==> src/rtl/frame_capture.sv <==
// Triggered frame recorder: keeps a circular sample history, detects a level crossing with
// hysteresis (or times out), then freezes a DEPTH-sample frame for the display to read.
module frame_capture #(
    parameter int DATA_W       = 12,
    parameter int DEPTH        = 256,
    parameter int ADDR_W       = 8,
    parameter int PRE_TRIG     = 64,
    parameter int HYST         = 8,
    parameter int AUTO_TIMEOUT = 4096
) (
    input  logic              clk,
    input  logic              rst,
    input  logic [DATA_W-1:0] sample_in,
    input  logic              sample_valid,
    input  logic [DATA_W-1:0] trig_level,
    input  logic              trig_slope,
    input  logic              arm,
    input  logic              frame_ack,
    input  logic [ADDR_W-1:0] rd_addr,
    output logic [DATA_W-1:0] rd_data,
    output logic              frame_ready,
    output logic              trig_auto,
    output logic [2:0]        state_o
);

    localparam int TMO_W = $clog2(AUTO_TIMEOUT + 1);

    typedef enum logic [2:0] {
        IDLE      = 3'd0,
        PRE_FILL  = 3'd1,
        WAIT_TRIG = 3'd2,
        POST_FILL = 3'd3,
        HOLD      = 3'd4
    } state_t;

    // Handshake: frame_ready rises the cycle after the last post-trigger write and stays high
    // until frame_ack is seen while it is high; frame_ack at any other time has no effect.

    state_t             state, state_next;
    logic [DATA_W-1:0]  mem [DEPTH];
    logic [ADDR_W-1:0]  wr_ptr;
    logic [ADDR_W-1:0]  start_ptr;
    logic [ADDR_W-1:0]  pre_cnt;
    logic [ADDR_W-1:0]  post_cnt;
    logic [TMO_W-1:0]   tmo_cnt;
    logic               hyst_flag;
    logic [ADDR_W-1:0]  rd_ptr;

    logic               wr_en;
    logic               clear_cnt;
    logic               flag_set;
    logic               level_hit;
    logic               auto_hit;
    logic               trig_take;
    logic               done;
    logic               frame_release;

    // Hysteresis thresholds, computed one bit wider and clamped to the sample range.
    logic [DATA_W:0]    lo_full, hi_full;
    logic [DATA_W-1:0]  thr_lo, thr_hi;

    assign lo_full = {1'b0, trig_level} - (DATA_W+1)'(HYST);
    assign hi_full = {1'b0, trig_level} + (DATA_W+1)'(HYST);
    assign thr_lo  = lo_full[DATA_W] ? '0 : lo_full[DATA_W-1:0];
    assign thr_hi  = hi_full[DATA_W] ? '1 : hi_full[DATA_W-1:0];

    assign rd_ptr  = start_ptr + rd_addr;
    assign state_o = state;

    always_comb begin
        state_next    = state;
        wr_en         = 1'b0;
        clear_cnt     = 1'b0;
        flag_set      = 1'b0;
        level_hit     = 1'b0;
        auto_hit      = 1'b0;
        trig_take     = 1'b0;
        done          = 1'b0;
        frame_release = 1'b0;
        case (state)
            IDLE: begin
                if (arm) begin
                    state_next = PRE_FILL;
                    clear_cnt  = 1'b1;
                end
            end
            PRE_FILL: begin
                if (!arm) begin
                    state_next = IDLE;
                end else if (sample_valid) begin
                    wr_en = 1'b1;
                    if (pre_cnt == ADDR_W'(PRE_TRIG - 1)) state_next = WAIT_TRIG;
                end
            end
            WAIT_TRIG: begin
                if (!arm) begin
                    state_next = IDLE;
                end else if (sample_valid) begin
                    wr_en     = 1'b1;
                    flag_set  = trig_slope ? (sample_in > thr_hi) : (sample_in < thr_lo);
                    level_hit = hyst_flag &&
                                (trig_slope ? (sample_in <= trig_level) : (sample_in >= trig_level));
                    auto_hit  = (tmo_cnt == TMO_W'(AUTO_TIMEOUT - 1));
                    if (level_hit || auto_hit) begin
                        trig_take  = 1'b1;
                        state_next = POST_FILL;
                    end
                end
            end
            POST_FILL: begin
                // arm is deliberately ignored here: a started frame always completes.
                if (post_cnt == '0) begin
                    done       = 1'b1;
                    state_next = HOLD;
                end else if (sample_valid) begin
                    wr_en = 1'b1;
                    if (post_cnt == ADDR_W'(1)) begin
                        done       = 1'b1;
                        state_next = HOLD;
                    end
                end
            end
            HOLD: begin
                if (frame_ack && frame_ready) begin
                    frame_release = 1'b1;
                    if (arm) begin
                        state_next = PRE_FILL;
                        clear_cnt  = 1'b1;
                    end else begin
                        state_next = IDLE;
                    end
                end
            end
            default: state_next = IDLE;
        endcase
    end

    always_ff @(posedge clk or negedge rst) begin
        if (!rst) begin
            state       <= IDLE;
            wr_ptr      <= '0;
            start_ptr   <= '0;
            pre_cnt     <= '0;
            post_cnt    <= '0;
            tmo_cnt     <= '0;
            hyst_flag   <= 1'b0;
            frame_ready <= 1'b0;
            trig_auto   <= 1'b0;
        end else begin
            state <= state_next;
            if (wr_en) wr_ptr <= wr_ptr + 1'b1;
            if (clear_cnt) begin
                pre_cnt   <= '0;
                tmo_cnt   <= '0;
                hyst_flag <= 1'b0;
            end else begin
                if (state == PRE_FILL && wr_en) pre_cnt <= pre_cnt + 1'b1;
                if (state == WAIT_TRIG && wr_en) tmo_cnt <= tmo_cnt + 1'b1;
                if (flag_set) hyst_flag <= 1'b1;
            end
            if (trig_take) begin
                // Trigger sample lands at wr_ptr, so the frame starts PRE_TRIG entries back.
                start_ptr <= wr_ptr - ADDR_W'(PRE_TRIG);
                post_cnt  <= ADDR_W'(DEPTH - PRE_TRIG - 1);
                trig_auto <= !level_hit;
            end
            if (state == POST_FILL && wr_en) post_cnt <= post_cnt - 1'b1;
            if (done) frame_ready <= 1'b1;
            if (frame_release) begin
                frame_ready <= 1'b0;
                trig_auto   <= 1'b0;
            end
        end
    end

    always_ff @(posedge clk) begin
        if (wr_en) mem[wr_ptr] <= sample_in;
    end

    // Read-first: a same-cycle write to rd_ptr is not visible until the next read.
    always_ff @(posedge clk or negedge rst) begin
        if (!rst) rd_data <= '0;
        else      rd_data <= mem[rd_ptr];
    end

endmodule
==> config.mk <==
export PLATFORM = sky130hd
export DESIGN_NAME = frame_capture
export DESIGN_NICKNAME = d
export VERILOG_FILES = /design/src/rtl/frame_capture.sv
export SDC_FILE = /design/constraint.sdc
export NUM_CORES = 2
export LEC_CHECK = 0
export ABC_CLOCK_PERIOD_IN_PS = 10210
export BUFFER_PORTS_ARGS = -buffer_cell sky130_fd_sc_hd__buf_2
export CAP_MARGIN = 20
export CELL_PAD_IN_SITES_DETAIL_PLACEMENT = 2
export CELL_PAD_IN_SITES_GLOBAL_PLACEMENT = 2
export CORE_MARGIN = 2
export CORE_UTILIZATION = 45
export DETAILED_ROUTE_END_ITERATION = 10
export HOLD_SLACK_MARGIN = 0.15
export PLACE_DENSITY_LB_ADDON = 0.1
export RECOVER_POWER = 100
export SYNTH_ARGS = -nofsm -noshare
export SYNTH_HDL_FRONTEND = slang
export SYNTH_SLANG_ARGS = --single-unit
export TNS_END_PERCENT = 5
==> constraint.sdc <==
create_clock -name clk -period 10.21 [get_ports clk]
set_input_delay 2.5525 -clock clk [delete_from_list [all_inputs] [get_ports clk]]
set_output_delay 2.5525 -clock clk [all_outputs]
set_load 0.03 [all_outputs]
Word-level counts from Yosys, hierarchy flattened --
Memories as Yosys holds them, arrays and structs flattened. A register that Yosys moved wholly into a read port is not among the register bits. Cells that the tools add are included.
Word-level totals: bits in registers 51, bits in writable memories 3072, bits of input ports 38, output and inout port bits 17, logic and storage cells 109, memories 1
Memories:
- mem | depth 256, bits a word 12, rd ports 1, clocked after memory_dff 1, wr ports 1, RTL line 40 | logic [DATA_W-1:0] mem [DEPTH];
Cells by class: add/subtract/negate cells 8, order comparisons 4, equality and inequality tests 15, mux-type cells 54, reductions and logical operators 18
Operators with widths (count):
- 3-bit two-way mux | 11
- 1-bit two-way mux | 32
- 8-bit two-way mux | 4
- 13-bit two-way mux | 2
- 12-bit two-way mux | 2
- 3-bit != test, second input constant | 6
- 8-bit by 1-bit adder with 8-bit output, second input constant | 2
- 3-bit case mux with 5 select lines | 1
- 12-bit by 4-bit adder with 13-bit output, second input constant | 1
- 13-bit by 1-bit adder with 13-bit output, second input constant | 1
- 13-bit by 12-bit equality test with 1-bit output, second input constant | 1
- 12-bit by 4-bit subtractor with 13-bit output, second input constant | 1
- 12-bit >= comparator | 1
- 12-bit > comparator | 1
- 12-bit <= comparator | 1
- 12-bit less-than comparator | 1
- 2-bit nonzero test | 6
- 8-bit adder | 1
- 8-bit by 1-bit equality test with 1-bit output, second input constant | 1
- 8-bit by 6-bit equality test with 1-bit output, second input constant | 1
- 8-bit zero test | 1
- 8-bit AND reduction | 1
- 8-bit by 1-bit subtractor with 8-bit output, second input constant | 1
- 8-bit by 7-bit subtractor with 8-bit output, second input constant | 1
- 10 further kinds | 18

Depth between registers and ports, before layout --
word-level depth 10, mapped depth 14, mapped depth without buffers 14

Worst setup path after synthesis --
No wires, ideal clock.
kind input to register, start point input port rd_addr[0], end point register rd_data[0] (read register of mem), library setup time 133 ps, data arrival time 5313 ps, data required time 10077 ps, setup slack 4764 ps, stages on the path 10, path buffers 4, cell sequence ha_1 > fa_1 > buf_4 > buf_2 > clkbuf_1 > clkbuf_1 > mux4_2 > mux4_2 > a21oi_1 > o211ai_1
Between the ends: word-level cells in the longest chain between the ends 1
Ends and longest elaborated chain:
- from (decl) | RTL line 19 | input logic [ADDR_W-1:0] rd_addr,
- 8-bit adder | RTL line 67 | assign rd_ptr = start_ptr + rd_addr;
- to (decl) | RTL line 20 | output logic [DATA_W-1:0] rd_data,
No other way between the ends. A chain may end at the register's enable or synchronous reset.

Final worst setup path --
start point input port sample_in[6], end point memory mem[233][6] (data pin)
RTL lines:
- from (decl) | RTL line 13 | input logic [DATA_W-1:0] sample_in,
- to (decl) | RTL line 40
Straight into the memory's write port.

==> results.sh <==
export IMPL_status="finished, violations left"
export IMPL_violations="capacitance limit, slew limit"
export IMPL_worst_hold_slack_ps=519
export IMPL_dr_total_vias=59500
export IMPL_clkTransAtPathRegs_ps=60
export IMPL_port_buffers=54
export IMPL_synth_distinct_cells=60
export IMPL_drc_errors=0
export IMPL_min_period_ps=8180
export IMPL_drt_total_wl_um=378000
export IMPL_powerDensity_nw_per_um2=227
export IMPL_clock_latency_ps=930
export IMPL_ant_nets=0
export IMPL_synthesis_area_um2=122000
export IMPL_syn_instance_count=5359
export IMPL_crit_arrival_ps=8630
export IMPL_start_util_pct=45.1
export IMPL_drtIter0Drc=7131
export IMPL_postCtsSetupBuffers=0
export IMPL_ys_warn_count=0
export IMPL_syn_avg_cell_area_um2=22.8
export IMPL_core_um2=270000
export IMPL_finalPower_w=0.0312
export IMPL_die_y_um=525
export IMPL_cap_violations=131
export IMPL_tns_ps=0
export IMPL_setup_violations=0
export IMPL_grt_overflow_total=0
export IMPL_grt_setup_unrepaired="false"
export IMPL_htreeDepth=5
export IMPL_crit_fanout=81
export IMPL_area_growth_syn_to_layout_pct=12.6
export IMPL_cts_made_buffers=335
export IMPL_clock_tree_root_cell="clkbuf_16"
export IMPL_drtPass1Iterations=6
export IMPL_synth_edf_count=3072
export IMPL_tightest_slew_ps=4970
export IMPL_slew_headroom_pct=-231
export IMPL_startpoint_type="input port"
export IMPL_fin_util_pct=50.8
export IMPL_grt_max_degree=153
export IMPL_crit_required_ps=10660
export IMPL_layout_nets=5825
export IMPL_grt_total_usage_pct=27.3
export IMPL_hold_buffers=0
export IMPL_vdd_drop_max_v=0.000147
export IMPL_p_leak_nw=42.4
export IMPL_fin_skew_ps=52.0
export IMPL_rows=191
export IMPL_grt_pass1_wl_um=528000
export IMPL_antenna_found_initial=24
export IMPL_wl_per_cell_um=39.5
export IMPL_grt_pass1_vias=64400
export IMPL_synth_most_common_cell="edfxtp_1"
export IMPL_synth_common_cells="edfxtp_1, mux4_2, nor2_1"
export IMPL_synth_seq_cells=3135
export IMPL_vias_per_cell=6.21
export IMPL_io_pins=55
export IMPL_fin_ws_ps=2030
export IMPL_yosys_area_top_type_share_pct=75.6
export IMPL_ys_async_sr_fraction_pct=2.01
export IMPL_final_layout_size_suffix_gt1_share_pct=25.1
export IMPL_worst_setup_path_end_kind="register"
export IMPL_syn_nets=5455
export IMPL_die_w_um=525
export IMPL_cts_buffer_depth=4
export IMPL_cts_resized=0
export IMPL_hold_viol=0
export IMPL_ys_seq_area_share_pct=76.9
export IMPL_clock_sinks=3135
export IMPL_dp_hpwl_um=219000
export IMPL_synth_top_area_cell="edfxtp_1"
export IMPL_holdCritPathClass="register to register"
export IMPL_synth_ff_type="edfxtp_1"
export IMPL_max_freq_mhz=122
export IMPL_period_share_pct=80.2
export IMPL_dieArea_um2=275000
export IMPL_drv_slew=2976
export IMPL_routabilityCongestion=0.803
export IMPL_cts_tree="built"
export IMPL_path_class="input port to register"
export IMPL_preCtsSetupSlack_ps=2490
export IMPL_synthTopCellsByArea="edfxtp_1, mux4_2, dfrtp_1"
cell type report:
class | instances | area [um^2]
multi-input cells | 1914 | 26700
fillers | 23000 | 133000
inverters | 26 | 97.6
diodes | 11 | 27.5
flip-flops and latches | 3135 | 93800
repair buffers | 317 | 1760
well taps | 3570 | 4470
clock inverters | 178 | 1570
clock buffers | 426 | 8880
worst max-delay path: stages:
cell,delay [ps]
clkbuf_1,1310
clkbuf_1,2840
clkbuf_2,1640
path summary, 6_finish.rpt:
| check | endpoint | depth (start not counted) | from | slack (ps) |
|---|---|---|---|---|
| worst max-delay path | mem[233][6] | 3 | sample_in[6] | 2030 |
| worst min-delay path | start_ptr[2] | 1 | start_ptr[2] | 520 |
| worst max register to register | mem[154][11] | 7 | state_o[1] | 3840 |
| worst min register to register | start_ptr[2] | 1 | start_ptr[2] | 520 |
| max in group asynchronous | rd_data[5] | 2 | rst | 4850 |
| min in group asynchronous | hyst_flag | 1 | rst | 2340 |
logic make-up after synthesis:
family / Yosys count / synth area share, %
fa+ha+maj: 58 / 0.601
simple gates: 660 / 2.30
flops: 3135 / 76.9
xor+xnor: 38 / 0.288
buf+inv: 310 / 1.26
mux: 960 / 17.6
compound gates: 198 / 1.06
through the flow:
step,cell area [um^2],std cells
4_1_cts,138000,9548
5_1_grt,137000,9574
3_5_place_dp,128000,8944
6_report,137000,9577
3_3_place_gp,128000,8934
2_1_floorplan,122000,5359
routing by layer:
metal	vias up	GRT usage [%]	share of wire (%)
met5	-	0	0.012
met4	6	8.57	3.6
met3	532	3.75	6.1
met2	2236	45.3	50
met1	33200	37.8	40
li1	23500	-	-
sequential cells by signal, indices dropped and copies added (netlist names):
name / count
rd_data: 12
start_ptr: 8
state_o: 3
tmo_cnt: 13
pre_cnt: 8
wr_ptr: 8
trig_auto: 1
hyst_flag: 1
frame_ready: 1
post_cnt: 8
mem: 3072
report_power, final:
| part | internal, W | switching, W | total, W |
|---|---|---|---|
| clock network | 0.00676 | 0.00519 | 0.0120 |
| registers | 0.0142 | 0.000122 | 0.0144 |
| logic | 0.00196 | 0.00295 | 0.00491 |
| total | 0.0229 | 0.00827 | 0.0312 |
cells in the final DEF, fill, tap and decap left out, types with 56 or more instances in the layout:
| master | n |
|---|---|
| nand2_1 | 117 |
| clkbuf_1 | 307 |
| ha_1 | 56 |
| o22ai_1 | 69 |
| clkinv_1 | 76 |
| mux4_2 | 946 |
| edfxtp_1 | 3072 |
| dfrtp_1 | 63 |
| nor2_1 | 367 |
| clkbuf_16 | 341 |
Power figures use the tool's default switching activity.
